`config.mk`:
```
export PLATFORM = sky130hd
export DESIGN_NAME = fetch_stage_flat
export DESIGN_NICKNAME = d
export VERILOG_FILES = /design/src/rtl/fetch_stage_if.sv /design/src/rtl/fetch_stage.sv /design/src/flat_wrapper.sv
export SDC_FILE = /design/constraint.sdc
export NUM_CORES = 1
export LEC_CHECK = 0
export ABC_AREA = 1
export BUFFER_PORTS_ARGS = -buffer_cell sky130_fd_sc_hd__buf_4
export CORE_ASPECT_RATIO = 1.25
export CORE_MARGIN = 8
export CORE_UTILIZATION = 53
export CTS_BUF_LIST = sky130_fd_sc_hd__clkbuf_4 sky130_fd_sc_hd__clkbuf_8 sky130_fd_sc_hd__clkbuf_16
export DETAILED_ROUTE_END_ITERATION = 16
export GPL_TIMING_DRIVEN = 0
export PLACE_DENSITY = 0.81
export SLEW_MARGIN = 5
export SYNTH_ARGS = -nofsm -noshare
export SYNTH_HDL_FRONTEND = slang
export SYNTH_SLANG_ARGS = --single-unit
```
`constraint.sdc`:
```
create_clock -name clk -period 2.8 [get_ports clk]
set_input_delay 0.56 -clock clk [delete_from_list [all_inputs] [get_ports clk]]
set_output_delay 0.56 -clock clk [all_outputs]
set_load 0.02 [all_outputs]
```
`src/rtl/fetch_stage_if.sv`:
```
// fetch_stage_if: imem request/response, decode handshake and redirect signals of the fetch stage.
//   master: fetch stage side (drives imem_addr/imem_rmask and the if_* buffer outputs)
//   slave : environment side (drives imem_rdata/imem_resp, id_ready, redirect/redirect_pc)
interface fetch_stage_if;
   logic [31:0] imem_addr;
   logic [3:0]  imem_rmask;
   logic [31:0] imem_rdata;
   logic        imem_resp;
   logic        id_ready;
   logic        redirect;
   logic [31:0] redirect_pc;
   logic        if_valid;
   logic [31:0] if_pc;
   logic [31:0] if_pc_next;
   logic [31:0] if_inst;
   logic [63:0] if_order;
   modport master (
      output imem_addr, imem_rmask, if_valid, if_pc, if_pc_next, if_inst, if_order,
      input  imem_rdata, imem_resp, id_ready, redirect, redirect_pc
   );
   modport slave (
      input  imem_addr, imem_rmask, if_valid, if_pc, if_pc_next, if_inst, if_order,
      output imem_rdata, imem_resp, id_ready, redirect, redirect_pc
   );
endinterface

```
`src/rtl/fetch_stage.sv`:
```
// fetch_stage: RV32I instruction fetch with one outstanding imem read and a single-entry decode buffer.
//   clk, rst : clock, synchronous active-high reset
//   bus      : imem request/response, decode valid/ready buffer, EX redirect, program-order index
module fetch_stage #(
   parameter logic [31:0] RESET_PC = 32'h1eceb000
) (
   input logic           clk,
   input logic           rst,
   fetch_stage_if.master bus
);
   typedef enum logic [1:0] {REQ, WAIT, DISCARD} state_e;
   state_e      state_q, state_d;
   logic [31:0] pc_q, pc_d;
   logic        valid_q, valid_d;
   logic [31:0] if_pc_q, if_pc_d;
   logic [31:0] if_pc_next_q, if_pc_next_d;
   logic [31:0] if_inst_q, if_inst_d;
   logic [63:0] order_q, order_d;
   logic        issue, xfer;
   // A new read may only start when the buffer is free now or is being drained this cycle.
   assign issue = !rst && state_q == REQ && !bus.redirect && (!valid_q || bus.id_ready);
   assign xfer  = valid_q && bus.id_ready && !bus.redirect;
   assign bus.imem_addr  = {pc_q[31:2], 2'b00};
   assign bus.imem_rmask = issue ? 4'hF : 4'h0;
   assign bus.if_valid   = valid_q;
   assign bus.if_pc      = if_pc_q;
   assign bus.if_pc_next = if_pc_next_q;
   assign bus.if_inst    = if_inst_q;
   assign bus.if_order   = order_q;
   always_comb begin
      state_d      = state_q;
      pc_d         = pc_q;
      valid_d      = valid_q && !xfer;
      if_pc_d      = if_pc_q;
      if_pc_next_d = if_pc_next_q;
      if_inst_d    = if_inst_q;
      order_d      = order_q + {63'd0, xfer};
      case (state_q)
         REQ:     state_d = issue ? WAIT : REQ;
         WAIT: begin
            if (bus.imem_resp) begin
               state_d = REQ;
               if (!bus.redirect) begin
                  valid_d      = 1'b1;
                  if_pc_d      = pc_q;
                  if_pc_next_d = pc_q + 32'd4;
                  if_inst_d    = bus.imem_rdata;
                  pc_d         = pc_q + 32'd4;
               end
            end else if (bus.redirect) begin
               // Wrong-path read still in flight: its response must be swallowed.
               state_d = DISCARD;
            end
         end
         DISCARD: state_d = bus.imem_resp ? REQ : DISCARD;
         default: state_d = REQ;
      endcase
      if (bus.redirect) begin
         pc_d    = bus.redirect_pc;
         valid_d = 1'b0;
      end
   end
   always_ff @(posedge clk) begin
      if (rst) begin
         state_q      <= REQ;
         pc_q         <= RESET_PC;
         valid_q      <= 1'b0;
         if_pc_q      <= '0;
         if_pc_next_q <= '0;
         if_inst_q    <= '0;
         order_q      <= '0;
      end else begin
         state_q      <= state_d;
         pc_q         <= pc_d;
         valid_q      <= valid_d;
         if_pc_q      <= if_pc_d;
         if_pc_next_q <= if_pc_next_d;
         if_inst_q    <= if_inst_d;
         order_q      <= order_d;
      end
   end
endmodule

```
`src/flat_wrapper.sv`:
```
// flat-port wrapper written by rule: the top's interface ports become plain ports
module fetch_stage_flat 
#(
   parameter logic [31:0] RESET_PC = 32'h1eceb000
)
  (clk, rst, bus_imem_addr, bus_imem_rmask, bus_if_valid, bus_if_pc, bus_if_pc_next, bus_if_inst, bus_if_order, bus_imem_rdata, bus_imem_resp, bus_id_ready, bus_redirect, bus_redirect_pc);
  fetch_stage_if bus_i ();
  input logic clk;
  input logic rst;
  output wire logic [$bits(bus_i.imem_addr)-1:0] bus_imem_addr;
  output wire logic [$bits(bus_i.imem_rmask)-1:0] bus_imem_rmask;
  output wire logic [$bits(bus_i.if_valid)-1:0] bus_if_valid;
  output wire logic [$bits(bus_i.if_pc)-1:0] bus_if_pc;
  output wire logic [$bits(bus_i.if_pc_next)-1:0] bus_if_pc_next;
  output wire logic [$bits(bus_i.if_inst)-1:0] bus_if_inst;
  output wire logic [$bits(bus_i.if_order)-1:0] bus_if_order;
  input wire logic [$bits(bus_i.imem_rdata)-1:0] bus_imem_rdata;
  input wire logic [$bits(bus_i.imem_resp)-1:0] bus_imem_resp;
  input wire logic [$bits(bus_i.id_ready)-1:0] bus_id_ready;
  input wire logic [$bits(bus_i.redirect)-1:0] bus_redirect;
  input wire logic [$bits(bus_i.redirect_pc)-1:0] bus_redirect_pc;
  assign bus_imem_addr = bus_i.imem_addr;
  assign bus_imem_rmask = bus_i.imem_rmask;
  assign bus_if_valid = bus_i.if_valid;
  assign bus_if_pc = bus_i.if_pc;
  assign bus_if_pc_next = bus_i.if_pc_next;
  assign bus_if_inst = bus_i.if_inst;
  assign bus_if_order = bus_i.if_order;
  assign bus_i.imem_rdata = bus_imem_rdata;
  assign bus_i.imem_resp = bus_imem_resp;
  assign bus_i.id_ready = bus_id_ready;
  assign bus_i.redirect = bus_redirect;
  assign bus_i.redirect_pc = bus_redirect_pc;
  fetch_stage #(.RESET_PC(RESET_PC)) u_core (.clk(clk), .rst(rst), .bus(bus_i));
endmodule
```
==> qor.csv, run 1 <==
stage,metric,value,unit
run,max_cap viols,0,
clock_tree,root buffer cell,clkbuf_16,
routing,remaining routing DRC violations,0,
sta,setup violators final,0,
global_routing,initial antenna violation count,0,
worst_hold_path,class of the worst hold path,input port to flop,
critical_path,Critical Path Fanout Max,7,
global_routing,GR Util All Layers,31.7,%
routing,routed length per instance,18.3,µm
critical_path,WP data required,3.09,ns
yosys,post-synthesis xor/xnor area fraction,1.93,%
power_and_ir_drop,Clock Power Share,41.8,%
critical_path,"Largest stage delay, worst path",0.38,ns
final_layout,# diodes,0,
routing,Via Count,10500,
outcome,status,"finished, final reports clean",
yosys,sequential fraction of the synthesis area,40.6,%
routing,DRT Wirelength,36200,µm
yosys,Yosys top cell area share,40.6,%
critical_path,cell repeated most along the worst path,ha_1,
power_and_ir_drop,switching share of power,26.9,%
floorplanning,Starting Density,53.4,%
final_layout,Final #Nets,1808,
clock_tree,cts bufs inserted,17,
yosys,post-synthesis mux area share,0,%
critical_path,Setup crit end,u_core.bus.if_order[58]$_SDFF_PP0_,
critical_path,Buf/Inv on CP,1,
yosys,Adder-Cell Fraction of Synth Area,0.789,%
place,pre-CTS setup slack,-0.210,ns
yosys,asr flop ratio synth,0,%
critical_path,R2R Setup Slk,0.18,ns
global_routing,vias in the first global route,10400,
place,Port Buffer Count,261,
sta,Final Slew Violations,0,
yosys,area of the mapped netlist,9520,µm²
yosys,main combinational cell family by area after synthesis,simple AND/OR/NAND/NOR gates,
final_layout,share of cells above drive strength 1,21.4,%
sta,fin worst setup slack,0.179,ns
final_layout,Area Overhead vs Synth,29.9,%
clock_tree,Post-CTS Resized,0,
sta,Least-Margin Pin Slew,0.855,ns
clock_tree,clock tree from TritonCTS,done,
yosys,YS warnings,0,
floorplanning,CORE AREA,17800,µm²
yosys,Synth Instances,1452,
floorplanning,I/O pin count,266,
critical_path,crit path launch,u_core.bus.if_valid$_SDFF_PP0_,
yosys,Synth top cells by count,"nand2_1 (391), nor2_1 (289), dfxtp_1 (193)",
sta,clk_skew,0.0114,ns
global_routing,largest net degree at the start of global routing,20,
floorplanning,die height,166,µm
clock_tree,CTS Buffer Depth,2,
power_and_ir_drop,Seq pwr share,48.5,%
place,GPL Wtd Cong,0.982,
yosys,"count leader, synth",nand2_1,
critical_path,reg-to-reg critical path startpoint,u_core.bus.if_valid$_SDFF_PP0_,
yosys,number of flops mapped to enable cells by yosys,0,
floorplanning,FP Rows,55,
power_and_ir_drop,Max VDD drop,0.000389,V
critical_path,CP Capture Type,flop,
critical_path,worst path cell trace,inv_1 -> nor3_1 -> ha_1 -> ha_1 -> nand2_2 -> nor2_8 -> nand2_4 -> nor2_4 -> nand2_1 -> o21ai_0 -> a21oi_1,
sta,fin crit share,93.6,%
critical_path,CP Data Arrival Time,2.91,ns
routing,first drt pass iteration count,6,
critical_path,WS Path Type,flop to flop,
power_and_ir_drop,Psw,1590,µW
final_layout,Final Util,69.4,%
clock_tree,worst skew pair latency,0.44,ns
sta,Final Hold Vio Count,0,
routing,Routed Antenna Nets,0,
floorplanning,Die W,136,µm
critical_path,worst r2r dst,u_core.bus.if_order[58]$_SDFF_PP0_,
yosys,"Distinct cells, synth",32,
critical_path,critical path startpoint category,flop,
sta,Period minus WS final,2.62,ns
critical_path,FF-to-FF path depth,11,
yosys,"flops & latches, synth",193,
routing,vias per cell,5.30,
floorplanning,die area,22500,µm²
clock_tree,H-tree depth,4,
critical_path,instance count on the critical path,11,
sta,relative slew slack,43.0,%
final_layout,Post-Layout Cell Count,1974,
clock_tree,"Setup Fix Bufs, Post-CTS",0,
global_routing,total global routing overflow,0,
power_and_ir_drop,Static Leak,0.00547,µW
power_and_ir_drop,P_int,4320,µW
yosys,complex-gate fraction of the synthesized area,12.2,%
place,Placed Cells,1942,
place,Post-DP HPWL,29100,µm
critical_path,"Slowest-stage cell, CP",ha_1,
routing,detailed router's first-iteration violation count,800,
yosys,Yosys top cell by area,dfxtp_1,
sta,RSZ-0062 raised after global routing,no,
yosys,simple logic cell fraction of the synthesized area,34.5,%
global_routing,first-pass GRT wire length,55700,µm
clock_tree,hold buffer count at CTS,0,
sta,Hold Slack,0.341,ns
power_and_ir_drop,Cell Pwr Density,478,nW/µm²
yosys,post-synthesis area per instance,6.56,µm²
power_and_ir_drop,Logic pwr share,9.7,%
clock_tree,Worst-path clk slew,0.08,ns
yosys,ys flop type,dfxtp_1,
sta,Fmax,381,MHz
critical_path,"CP delay by family, top",simple AND/OR/NAND/NOR gates,
clock_tree,CTS sink cnt,193,
yosys,"top cells by area, synth","dfxtp_1 (41%), nand2_1 (15%), nor2_1 (11%), o21ai_0 (5.7%), a21oi_1 (5.2%)",
==> stage by stage <==
stage / setup TNS [ns] / total power (µW) / area [µm²]
after floorplan: 0 / 3220 / 9520
after global placement: -0.547 / 3490 / 11800
after detailed placement: -0.879 / 3500 / 11800
after CTS: 0 / 5930 / 12400
after global routing: 0 / 6090 / 12400
final: 0 / 5910 / 12400
==> logic make-up after synthesis <==
kind of cell             count (synthesis)
AND/OR/NAND/NOR                        795
AO/OA/AOI/OAI                          225
buffers and inverters                  211
flip-flops                             193
XOR/XNOR                                21
adder cells (fa/ha/maj)                  6
other                                    1
==> placed cells by master, fill, tap and decap left out, types with 3 or more instances in the layout <==
cell type and count:
clkbuf_1 36, nand3b_1 3, inv_1 121, nand2_2 4
ha_1 6, nand2_1 391, xnor2_1 5, inv_8 4
nor3_1 4, inv_2 4, xor2_1 16, o21a_1 4
clkbuf_16 17, or2_0 12, buf_4 299, buf_2 10
nor2_4 10, o211ai_1 4, dfxtp_1 193, nor2_2 11
a21oi_1 99, nor2_1 289, o21ai_0 109, nand3_1 51
clkinv_4 3, a31oi_1 8, nand4_1 14
==> cell type report <==
| class | instances | area, µm² |
|---|---|---|
| fill | 1633 | 5460 |
| multi-input combinational | 1049 | 4710 |
| sequential | 193 | 3860 |
| timing repair buffer | 261 | 1960 |
| buffer | 86 | 478 |
| inverter | 125 | 469 |
| clock buffer | 17 | 425 |
| tap | 228 | 285 |
| clock inverter | 15 | 169 |
==> sequential cells by signal, summed over array words and instances, names as in the netlist <==
register	cells
u_core.bus.if_order	64
u_core.bus.if_pc	30
u_core.bus.if_valid	1
u_core.state_q	2
u_core.bus.if_pc_next	32
u_core.pc_q	32
u_core.bus.if_inst	32
==> worst min path at each step <==
stage	to	start	depth (start not counted)	slack, ns
3_5_place_dp	u_core.bus.if_pc_next[3]$_SDFFE_PP0P_	u_core.bus.if_pc_next[3]$_SDFFE_PP0P_	2	0.46
2_1_floorplan	u_core.bus.if_pc[31]$_SDFFE_PP0P_	u_core.pc_q[31]$_SDFFE_PP0P_	2	0.47
4_1_cts	u_core.bus.if_inst[7]$_SDFFE_PP0P_	bus_imem_rdata[7]	3	0.33
6_report	u_core.bus.if_inst[20]$_SDFFE_PP0P_	bus_imem_rdata[20]	3	0.34
5_1_grt	u_core.bus.if_inst[4]$_SDFFE_PP0P_	bus_imem_rdata[4]	3	0.32
3_3_place_gp	u_core.bus.if_pc_next[3]$_SDFFE_PP0P_	u_core.bus.if_pc_next[3]$_SDFFE_PP0P_	2	0.45
==> worst min-delay path, delay by kind of cell <==
family	cells	cell delay, ns
AND/OR/NAND/NOR	2	0.11
buffers and inverters	1	0.08
==> routing by layer <==
metal | track usage, % | wire (µm) | vias to the layer above
li1 | - | - | 5112
met1 | 31.9 | 12800 | 4781
met2 | 55.0 | 18200 | 451
met3 | 8.38 | 2730 | 117
met4 | 22.4 | 2480 | 0
met5 | 0 | 0 | -
==> power by group through the flow <==
stage	logic (µW)	clock network [µW]	registers, µW
finish	575	2470	2870
global placement	559	0	2930
global route	617	2600	2870
detailed placement	571	0	2930
CTS	574	2490	2860
floorplan	282	0	2940
Note: power is estimated with default switching activity, not from simulation.
==> run 2: changes to the inputs <==
--- a/config.mk
+++ b/config.mk
@@ -9,3 +9,2 @@
 export BUFFER_PORTS_ARGS = -buffer_cell sky130_fd_sc_hd__buf_4
-export CORE_ASPECT_RATIO = 1.25
 export CORE_MARGIN = 8
==> constraint.sdc (replaced) <==
create_clock -name clk -period 2.8 [get_ports clk]
set_input_delay 0.28 -clock clk [delete_from_list [all_inputs] [get_ports clk]]
set_output_delay 0.28 -clock clk [all_outputs]
set_load 0.02 [all_outputs]
==> run 2 against run 1 <==
Clock skew rose by 0.0033 ns; largest power group unchanged; clock power rose by 6%; global-route usage fell by 0.21 points; power rose by 3.0%; die area fell by 0.12%; critical path type unchanged; fmax rose by 8.6%; first-iteration DRC count rose by 25%; clock-buffer cell count rose by 1.
==> qor.csv, run 2 (same netlist as run 1, synthesis figures left out) <==
stage,metric,value,unit
critical_path,WS Path Type,flop to flop,
outcome,status,"finished, final reports clean",
floorplanning,FP Rows,49,
critical_path,CP Data Arrival Time,2.72,ns
sta,Fmax,414,MHz
sta,Period minus WS final,2.41,ns
critical_path,WP data required,3.11,ns
place,Post-DP HPWL,28900,µm
global_routing,largest net degree at the start of global routing,20,
place,Port Buffer Count,261,
critical_path,Buf/Inv on CP,1,
floorplanning,Starting Density,53.5,%
global_routing,total global routing overflow,0,
clock_tree,cts bufs inserted,17,
floorplanning,I/O pin count,266,
critical_path,"Largest stage delay, worst path",0.37,ns
clock_tree,CTS Buffer Depth,2,
final_layout,max reg flops,64,
power_and_ir_drop,total power,6080,µW
sta,setup violators final,0,
routing,routed length per instance,18.4,µm
floorplanning,Die W,150,µm
final_layout,Final #Nets,1808,
clock_tree,Worst-path clk slew,0.08,ns
critical_path,Critical Path Fanout Max,7,
critical_path,cell repeated most along the worst path,ha_1,
worst_hold_path,class of the worst hold path,input port to flop,
routing,Via Count,10700,
final_layout,most frequent cells in the layout,"nand2_1 (391), buf_4 (299), nor2_1 (289)",
floorplanning,die height,150,µm
clock_tree,Post-CTS Resized,0,
run,max_cap viols,0,
sta,RSZ-0062 raised after global routing,no,
clock_tree,worst skew pair latency,0.45,ns
final_layout,"commonest non-fill, non-tap cell in the layout",nand2_1,
final_layout,Area Overhead vs Synth,30.3,%
global_routing,vias in the first global route,10100,
final_layout,footprint of the multi-input gates,4710,µm²
routing,vias per cell,5.40,
sta,Final Hold Vio Count,0,
power_and_ir_drop,Static Leak,0.00548,µW
clock_tree,hold buffer count at CTS,0,
routing,first drt pass iteration count,6,
place,GPL Wtd Cong,1.03,
critical_path,"Slowest-stage cell, CP",dfxtp_1,
final_layout,# diodes,0,
sta,fin crit share,86.2,%
global_routing,first-pass GRT wire length,54900,µm
sta,clk_skew,0.0147,ns
power_and_ir_drop,Cell Pwr Density,491,nW/µm²
global_routing,initial antenna violation count,0,
critical_path,critical path startpoint category,flop,
power_and_ir_drop,Max VDD drop,0.000440,V
final_layout,share of cells above drive strength 1,21.4,%
sta,Least-Margin Pin Slew,0.951,ns
floorplanning,die area,22500,µm²
sta,TNS Setup,0,ns
routing,detailed router's first-iteration violation count,997,
sta,Final Slew Violations,0,
critical_path,"CP delay by family, top",simple AND/OR/NAND/NOR gates,
final_layout,register area,3860,µm²
clock_tree,H-tree depth,4,
floorplanning,CORE AREA,17800,µm²
place,pre-CTS setup slack,0.294,ns
routing,DRT Wirelength,36300,µm
global_routing,GR Util All Layers,31.5,%
final_layout,fill cell count,1586,
routing,remaining routing DRC violations,0,
clock_tree,clock tree from TritonCTS,done,
clock_tree,CTS sink cnt,193,
sta,fin worst setup slack,0.386,ns
sta,relative slew slack,36.6,%
critical_path,CP Capture Type,flop,
routing,Routed Antenna Nets,0,
clock_tree,root buffer cell,clkbuf_16,
clock_tree,"Setup Fix Bufs, Post-CTS",0,
critical_path,worst path cell trace,inv_1 -> nor3_1 -> ha_1 -> ha_1 -> nand2_2 -> nor2_8 -> nand2_4 -> nor2_4 -> nand2_1 -> o21ai_0 -> a21oi_1,
## run 2: cell count changes in the layout (fill, tap and decap cells not counted), sizes merged
cell | before | now
inv | 131 | 132
clkinvlp | 1 | 0
clkbuf | 53 | 54
clkinv | 7 | 5
bufinv | 1 | 2
## run 2: where the power goes
group	total (µW)	leakage, µW	switching [µW]	internal, µW
combinational	579	0.00361	336	243
sequential	2880	0.00156	76.9	2800
clock	2630	0.000310	1230	1390
## run 2: worst paths after layout
kind	cells after the start	endpoint	start	slack, ns
worst max-delay path	11	u_core.bus.if_order[58]$_SDFF_PP0_	u_core.bus.if_valid$_SDFF_PP0_	0.39
worst max register to register	11	u_core.bus.if_order[58]$_SDFF_PP0_	u_core.bus.if_valid$_SDFF_PP0_	0.39
worst min register to register	2	u_core.bus.if_pc_next[11]$_SDFFE_PP0P_	u_core.bus.if_pc_next[11]$_SDFFE_PP0P_	0.48
worst min-delay path	3	u_core.bus.if_inst[19]$_SDFFE_PP0P_	bus_imem_rdata[19]	0.05
## run 2: worst register-to-register path, stage by stage (launching register included)
cell	delay (ns)
dfxtp_1	0.37
inv_1	0.06
nor3_1	0.21
ha_1	0.32
ha_1	0.33
nand2_2	0.14
nor2_8	0.18
nand2_4	0.11
nor2_4	0.18
nand2_1	0.12
o21ai_0	0.19
a21oi_1	0.08
## run 2: layer usage
layer  up-vias  track usage (%)  wire, µm
met5         -                0         0
met4         0             10.5      1000
met3        79             9.92      4240
li1       5110                -         -
met2       595             49.7     16100
met1      4881             40.0     14900
## run 2: area by class of cell
type	instances	share of cell area, %
buffer	86	3.85
clock buffer	18	3.54
clock inverter	14	1.54
inverter	125	3.78
multi-input combinational	1049	38.0
sequential	193	31.2
tap	229	2.31
timing repair buffer	261	15.8
## run 2: through the flow
step,hold WS [ns],area [µm²],util [%],cells
final,0.0512,12400,69.7,1975
after global routing,0.0526,12400,69.7,1975
after CTS,0.0517,12400,69.7,1975
after detailed placement,0.469,11800,66.2,1943
after global placement,0.456,11800,66.2,1943
after floorplan,0.415,9520,-,1453
